`src/rtl/calc_sequencer.sv`:
```
// ---------------------------------------------------------------------------
// calc_sequencer
//   Keypad-side controller for the calculator arithmetic unit. Consumes one
//   key event at a time, builds decimal operands in an entry register and
//   drives the arithmetic unit's register-load strobes, opcode and clear
//   pulse. Presents either the operand being typed or the returned result.
//
// Ports
//   Clock        : single clock, rising edge
//   Reset_n      : asynchronous active-low reset
//   key_valid    : key event present
//   key_code     : 0-9 digit, 10 equals, 11 clear, 16-23 operator (op=[2:0])
//   key_ready    : sequencer accepts a key this cycle
//   au_in        : data bus to the arithmetic unit
//   au_load_a/b/r: single-cycle load strobes
//   au_op        : opcode (always the latched operator)
//   au_clear     : one-cycle clear pulse to the arithmetic unit
//   au_result    : arithmetic unit result
//   disp_value   : entry while typing, au_result while showing a result
//   result_valid : high while disp_value holds a computed result
// ---------------------------------------------------------------------------
module calc_sequencer #(
  parameter int N = 8
) (
  input  logic         Clock,
  input  logic         Reset_n,
  input  logic         key_valid,
  input  logic [4:0]   key_code,
  output logic         key_ready,
  output logic [N-1:0] au_in,
  output logic         au_load_a,
  output logic         au_load_b,
  output logic         au_load_r,
  output logic [2:0]   au_op,
  output logic         au_clear,
  input  logic [N-1:0] au_result,
  output logic [N-1:0] disp_value,
  output logic         result_valid
);

  typedef enum logic [2:0] {
    S_INIT,
    S_ENTER_A,
    S_ENTER_B,
    S_LOAD_B,
    S_EXEC,
    S_REPEAT_A,
    S_SHOW
  } state_t;

  state_t       r_state;
  logic [N-1:0] r_entry;
  logic [2:0]   r_op;
  logic [N-1:0] r_au_in;
  logic         r_load_a;
  logic         r_load_b;
  logic         r_load_r;
  logic         r_clear;
  logic         r_key_ready;
  logic         r_result_valid;

  logic         w_accept;
  logic         w_is_digit;
  logic         w_is_eq;
  logic         w_is_clr;
  logic         w_is_op;
  logic [N-1:0] w_digit;
  logic [N-1:0] w_entry_acc;

  assign w_accept   = key_valid && r_key_ready;
  assign w_is_digit = (key_code < 5'd10);
  assign w_is_eq    = (key_code == 5'd10);
  assign w_is_clr   = (key_code == 5'd11);
  assign w_is_op    = (key_code[4:3] == 2'b10);
  assign w_digit    = N'(key_code[3:0]);
  // Decimal shift-in; the product silently wraps modulo 2^N.
  assign w_entry_acc = r_entry * N'(10) + w_digit;

  always_ff @(posedge Clock or negedge Reset_n) begin
    if (!Reset_n) begin
      r_state        <= S_INIT;
      r_entry        <= '0;
      r_op           <= '0;
      r_au_in        <= '0;
      r_load_a       <= 1'b0;
      r_load_b       <= 1'b0;
      r_load_r       <= 1'b0;
      r_clear        <= 1'b0;
      r_key_ready    <= 1'b0;
      r_result_valid <= 1'b0;
    end else begin
      // Strobes are single-cycle: cleared unless re-asserted below.
      r_load_a <= 1'b0;
      r_load_b <= 1'b0;
      r_load_r <= 1'b0;
      r_clear  <= 1'b0;

      case (r_state)
        S_INIT: begin
          // key_ready stays low for the clear cycle; the ENTER_A branch
          // raises it one edge later.
          r_clear        <= 1'b1;
          r_entry        <= '0;
          r_key_ready    <= 1'b0;
          r_result_valid <= 1'b0;
          r_state        <= S_ENTER_A;
        end

        S_LOAD_B, S_REPEAT_A: begin
          r_load_r <= 1'b1;
          r_state  <= S_EXEC;
        end

        S_EXEC: begin
          r_state        <= S_SHOW;
          r_result_valid <= 1'b1;
          r_key_ready    <= 1'b1;
        end

        default: begin
          // ENTER_A, ENTER_B and SHOW all accept keys.
          r_key_ready <= 1'b1;
          if (w_accept) begin
            if (w_is_clr) begin
              r_clear        <= 1'b1;
              r_entry        <= '0;
              r_result_valid <= 1'b0;
              r_state        <= S_ENTER_A;
            end else if (w_is_digit) begin
              if (r_state == S_SHOW) begin
                r_entry        <= w_digit;
                r_result_valid <= 1'b0;
                r_state        <= S_ENTER_A;
              end else begin
                r_entry <= w_entry_acc;
              end
            end else if (w_is_op) begin
              r_op <= key_code[2:0];
              if (r_state == S_ENTER_A) begin
                r_au_in  <= r_entry;
                r_load_a <= 1'b1;
                r_entry  <= '0;
                r_state  <= S_ENTER_B;
              end else if (r_state == S_SHOW) begin
                // Chaining: the shown result becomes operand A.
                r_au_in        <= au_result;
                r_load_a       <= 1'b1;
                r_entry        <= '0;
                r_result_valid <= 1'b0;
                r_state        <= S_ENTER_B;
              end
            end else if (w_is_eq) begin
              if (r_state == S_ENTER_B) begin
                r_au_in     <= r_entry;
                r_load_b    <= 1'b1;
                r_key_ready <= 1'b0;
                r_state     <= S_LOAD_B;
              end else if (r_state == S_SHOW) begin
                // Repeat: reload A with the result, keep B and the opcode.
                r_au_in        <= au_result;
                r_load_a       <= 1'b1;
                r_key_ready    <= 1'b0;
                r_result_valid <= 1'b0;
                r_state        <= S_REPEAT_A;
              end
            end
          end
        end
      endcase
    end
  end

  assign key_ready    = r_key_ready;
  assign au_in        = r_au_in;
  assign au_load_a    = r_load_a;
  assign au_load_b    = r_load_b;
  assign au_load_r    = r_load_r;
  assign au_op        = r_op;
  assign au_clear     = r_clear;
  assign result_valid = r_result_valid;
  // The arithmetic unit registers R on the same edge that enters SHOW, so the
  // result is passed straight through rather than re-registered.
  assign disp_value   = r_result_valid ? au_result : r_entry;

endmodule

```
`config.mk`:
```
export PLATFORM = sky130hd
export DESIGN_NAME = calc_sequencer
export DESIGN_NICKNAME = d
export VERILOG_FILES = /design/src/rtl/calc_sequencer.sv
export SDC_FILE = /design/constraint.sdc
export NUM_CORES = 1
export LEC_CHECK = 0
export ABC_AREA = 0
export ABC_CLOCK_PERIOD_IN_PS = 2400
export CORE_MARGIN = 2
export CORE_UTILIZATION = 40
export DETAILED_ROUTE_END_ITERATION = 10
export PLACE_DENSITY = 0.66
export REMOVE_ABC_BUFFERS = 1
export SYNTH_ARGS = -nofsm -noshare
export SYNTH_HDL_FRONTEND = slang
export SYNTH_SLANG_ARGS = --single-unit
```
`constraint.sdc`:
```
create_clock -name Clock -period 2.4 [get_ports Clock]
set_input_delay 0.72 -clock Clock [delete_from_list [all_inputs] [get_ports Clock]]
set_output_delay 0.72 -clock Clock [all_outputs]
set_load 0.03 [all_outputs]
```
After elaboration in Yosys (flattened, before gate mapping)
Cells that the tools add are included.

Add/subtract/negate cells: 1. Multipliers: 1. Magnitude comparators: 1. Equal/unequal tests: 13. Multiplexer cells: 62. Bitwise logic cells: 5. Reduce and logical (&&, ||, !) cells: 19.

Operator list (count): 8-bit two-way mux (13); 1-bit two-way mux (34); 3-bit two-way mux (10); 5-bit AND reduction (4); 8-bit one-hot mux with 2 select lines (1); 7-bit nonzero test (2); 6-bit by 4-bit inequality test with 1-bit output, second input constant (2); 5-bit by 4-bit == test with 1-bit output, second input constant (2); 3-bit == test, second input constant (3); 3-bit one-hot mux with 3 select lines (1); 8-bit by 4-bit adder with 8-bit output (1); 8-bit by 3-bit multiplier with 7-bit output, second input constant (1); 4-bit nonzero test (2); 7-bit by 2-bit inequality test with 1-bit output, second input constant (1); 3-bit by 2-bit == test with 1-bit output, second input constant (2); 6-bit by 1-bit inequality test with 1-bit output, second input constant (1); 1-bit one-hot mux with 3 select lines (2); 6-bit nonzero test (1); 5-bit by 4-bit less-than comparator with 1-bit output, second input constant (1); 1-bit NOT (5); 5-bit nonzero test (1); 4-bit AND reduction (1); 2-bit nonzero test (2); 4-bit OR reduction (1); 8 further kinds (8).

Flip-flop bits (word level): 28. Output and inout bits: 25.

Depth between registers and ports, before layout
Depth in word-level cells: 9. Gate-level depth with buffers: 8.

Worst setup path after synthesis
No wires, ideal clock.

Kind: input-to-reg. Start: input port key_code[2]. End: register r_entry[7]. Library setup time: 125 ps. Data arrival time: 2272 ps. Data required time: 2275 ps. Setup slack: 3 ps. Cell stages on the path: 8. Path buffers: 1. Path through: buf_2 inv_1 fa_1 nor2b_1 o2111ai_1 xnor3_1 nor2_1 mux2_2.

Cells in the longest elaborated chain, start to end: 6.

Ends and longest elaborated chain: from (decl) (line 28) `input logic [4:0] key_code,`; 8-bit by 4-bit adder with 8-bit output (line 77) `assign w_entry_acc = r_entry * N'(10) + w_digit;`; 8-bit two-way mux (line 130) `if (r_state == S_SHOW) begin`; 8-bit two-way mux (line 129) `end else if (w_is_digit) begin`; 8-bit two-way mux (line 124) `if (w_is_clr) begin`; 8-bit two-way mux (line 123) `if (w_accept) begin`; 8-bit one-hot mux with 2 select lines (line 98) `case (r_state)`; to (signal assigned) (line 131) `r_entry <= w_digit;`; to (signal assigned) (line 135) `r_entry <= w_entry_acc;`; to (decl) (line 52) `logic [N-1:0] r_entry;`.

Several ways; a longest one is shown, not always the timed one. The select of a mux whose other input is x is not followed. A chain may end at the register's enable or synchronous reset.

Worst setup path after layout
Start: input port key_code[3]. End: register r_state[2].

Cells in the longest elaborated chain, start to end: 6.

Ends and longest elaborated chain: parallel branches: the longest is 6 deep, another holds 5-bit by 4-bit less-than comparator with 1-bit output; to (signal assigned) (line 106) `r_state <= S_ENTER_A;`; to (signal assigned) (line 128) `r_state <= S_ENTER_A;`; to (signal assigned) (line 133) `r_state <= S_ENTER_A;`; to (decl) (line 51) `state_t r_state;`.

Several ways; the timed one is not identified. The select of a mux whose other input is x is not followed.

==> reports/qor.txt <==
Top cells by area, synth - sky130_fd_sc_hd__dfrtp_1 35%, sky130_fd_sc_hd__mux2_2 8.9%, sky130_fd_sc_hd__ha_1 6.2%, sky130_fd_sc_hd__a2bb2oi_1 3.5%, sky130_fd_sc_hd__o22ai_1 2.8%
Post-detailed-route via-to-cell ratio - 5.50
Number of distinct library cells after synthesis - 57
Remaining antenna violation count - 0
Fraction of the cycle the final worst path needs - 0.977
Cell with the biggest individual delay on the critical path - sky130_fd_sc_hd__or4_1
Standard cell core area - 4820 µm²
CTS buffer count - 3
Placer congestion estimate - 0.916
Stage delay of the slowest cell on the critical path - 0.60 ns
Total negative slack for setup checks - 0 ns
Leakage power summed over all cells - 0.00127 µW
FFs w/ async S/R, synth - 1.00
Number of global-route vias before repair - 1789
Worst EP arrival - 2.53 ns
Max-slew headroom - 0.692
Sequential share of the synthesized area - 0.346
Global-route wire length before repair - 8.56 mm
Post-layout nets - 292
Total of endpoints with negative setup slack in the final report - 0
Row cnt - 25
Largest vdd supply drop - 0.617 mV
Height of the chip - 75.2 µm
Cell total after placement - 326
Number of synthesized flops with an enable pin - 0
Count of input and output buffers - 40
DIE WIDTH - 75.2 µm
Startpoint of the most critical hold path - au_op[0]
Avg Cell Area, Syn - 10.1 µm²
Outcome - finished clean
Total Wirelength - 5.17 mm
RR Startpoint - r_entry[1]
Layer with the highest usage after global routing - met2
Synth Warn # - 0
Cell with the most instances after synthesis - sky130_fd_sc_hd__dfrtp_1
Largest net degree at the start of global routing - 29
Proportion of layout cells with a drive suffix above 1 - 0.319
Number of buffers between clock root and the deepest sink - 2
Time the final worst path needs with I/O delays and setup - 2.35 ns
Inserted Diodes - 0
Final cell area excluding filler cells - 2800 µm²
CP cell instances - clkdlybuf4s50_1 -> buf_4 -> a21oi_1 -> or4_1 -> and2_1 -> a221oi_2
Met3 demand-to-capacity share in global routing - 0.0228
Post-Route Skew - 0.00184 ns
CTS root buffer - sky130_fd_sc_hd__clkbuf_8
Initial antenna violation count - 0
Critical path class - in2reg
Total GRT Usage - 0.197
Actual transition at the worst max-transition pin - 0.457 ns
H-tree levels - 1
Number of optimization iterations in the first detailed-route pass - 4
Grt met2 use - 0.311
Number of vias after detailed routing - 1815
Clock-pin transition on the worst setup and hold timing paths - 0.10 ns
Worst-path maximum fanout - 5
Flop and latch count out of synthesis - 28
Startpoint type of the worst setup path - primary input
Fraction of synthesized cell area taken by the top area cell type - 0.346
Sum of overflow across all layers after global routing - 0
Largest area contributor in the synthesized netlist - sky130_fd_sc_hd__dfrtp_1
DPL Wire Length - 3.90 mm
Total power divided by cell area - 1340 nW/µm²
Capturing element type of the critical path - flop
DRC violations left - 0
Fin cells - 330
Max-cap violations - 0
Post-DR wirelength/cell - 15.7 µm
Total Die Area - 5650 µm²
Number of instances in the synthesized netlist - 200
TritonCTS clock tree - done
Number of buffers inserted by post-CTS setup repair - 0
Share of the core filled with cells - 0.581
Starting DRC count in detailed routing - 91
Post-DP Area - 2670 µm²
Clock latency at the later pin of the worst-skew pair - 0.28 ns
Clock net sink count - 28
Path category of the worst min-delay check - reg2reg
Max-slew violation count - 0
Top flip-flop cell by instance count after synthesis - sky130_fd_sc_hd__dfrtp_1
Crit path from - key_code[3]
Post-synth top cells - 28 x sky130_fd_sc_hd__dfrtp_1, 16 x sky130_fd_sc_hd__mux2_2, 11 x sky130_fd_sc_hd__o21ai_0
Initial core utilization - 0.421
Final hold viol count - 0
GR Layer Usage met1 - 0.289
Netlist area before placement - 2030 µm²
Required time of the worst setup path - 2.59 ns
Area growth from synthesis to final layout - 38.0%
Highest achievable clock rate - 0.426 GHz
Number of top-level pins - 41
[per-layer routing]
layer  up-vias  part of all wire
met3        10             0.057
li1        860                 -
met2        63              0.45
met5         -                 0
met4         0             0.017
met1       882              0.48
[critical path, delay by kind of cell]
kind            cells  cell delay [ns]
compound gates      2             0.27
buf+inv             2             0.75
simple gates        2             0.79
[registers in the layout, summed over array words and instances (netlist names)]
name / count
au_clear: 1
au_in: 8
au_load_a: 1
au_load_b: 1
au_load_r: 1
au_op: 3
key_ready: 1
r_entry: 8
r_state: 3
result_valid: 1
[final timing paths]
path                              endpoint  slack (ns)  cells after the start
worst max-delay path            r_state[2]        0.05                      6
worst max register to register  r_entry[6]        0.14                      8
min in group asynchronous       r_entry[4]        0.82                      2
worst min register to register    au_op[0]        0.52                      1
max in group asynchronous        au_load_b        1.31                      2
worst min-delay path              au_op[0]        0.52                      1
[stage by stage]
stage	power [µW]	setup WS (ns)	hold WS (ns)
CTS	3720	0.00000555	0.528
global route	4020	-0.00326	0.540
finish	3750	0.0544	0.518
detailed placement	3300	-0.527	0.500
floorplan	2370	0.0267	0.424
global placement	3270	-0.493	0.498
[what timing repair did]
action                     4_1_cts  5_1_grt
resized for setup                5       11
setup endpoints to repair        2       14
cloned                           0        0
hold buffers                     0        0
pin swaps                        1        6
[area by class of cell]
type | instances | area [µm²]
fill | 445 | 2020
multi-input combinational | 152 | 1280
sequential | 28 | 701
timing repair buffer | 73 | 639
tap | 67 | 83.8
clock buffer | 3 | 41.3
clock inverter | 1 | 30.0
inverter | 6 | 22.5
[placed cells by master (no fill, tap or decap), types with 4 or more instances in the layout]
master	n
sky130_fd_sc_hd__a21o_1	4
sky130_fd_sc_hd__a21oi_1	4
sky130_fd_sc_hd__a2bb2oi_1	8
sky130_fd_sc_hd__a31oi_1	4
sky130_fd_sc_hd__and2_1	4
sky130_fd_sc_hd__buf_4	40
sky130_fd_sc_hd__clkdlybuf4s50_1	29
sky130_fd_sc_hd__dfrtp_1	28
sky130_fd_sc_hd__ha_1	8
sky130_fd_sc_hd__inv_1	6
sky130_fd_sc_hd__mux2_2	16
sky130_fd_sc_hd__nand2_1	8
sky130_fd_sc_hd__nand2b_1	4
sky130_fd_sc_hd__nor2_1	9
sky130_fd_sc_hd__o21ai_0	11
sky130_fd_sc_hd__o22ai_1	9
[cell families (layout without fill, tap and decap cells)]
group | count (synthesis) | in the layout | share of synthesized area
AND/OR/NAND/NOR | 52 | 52 | 0.145
flip-flops | 28 | 28 | 0.346
adder cells (fa/ha/maj) | 12 | 12 | 0.0815
buffers and inverters | 20 | 83 | 0.0457
AO/OA/AOI/OAI | 60 | 60 | 0.229
multiplexers | 19 | 19 | 0.104
XOR/XNOR | 9 | 9 | 0.0494
[power by group]
part / total, µW / switching (µW) / leakage, µW / internal, µW
Sequential: 860 / 191 / 0.000365 / 670
Clock: 381 / 157 / 0.0000357 / 223
Combinational: 2510 / 1320 / 0.000866 / 1190
Power figures use the tool's default switching activity.
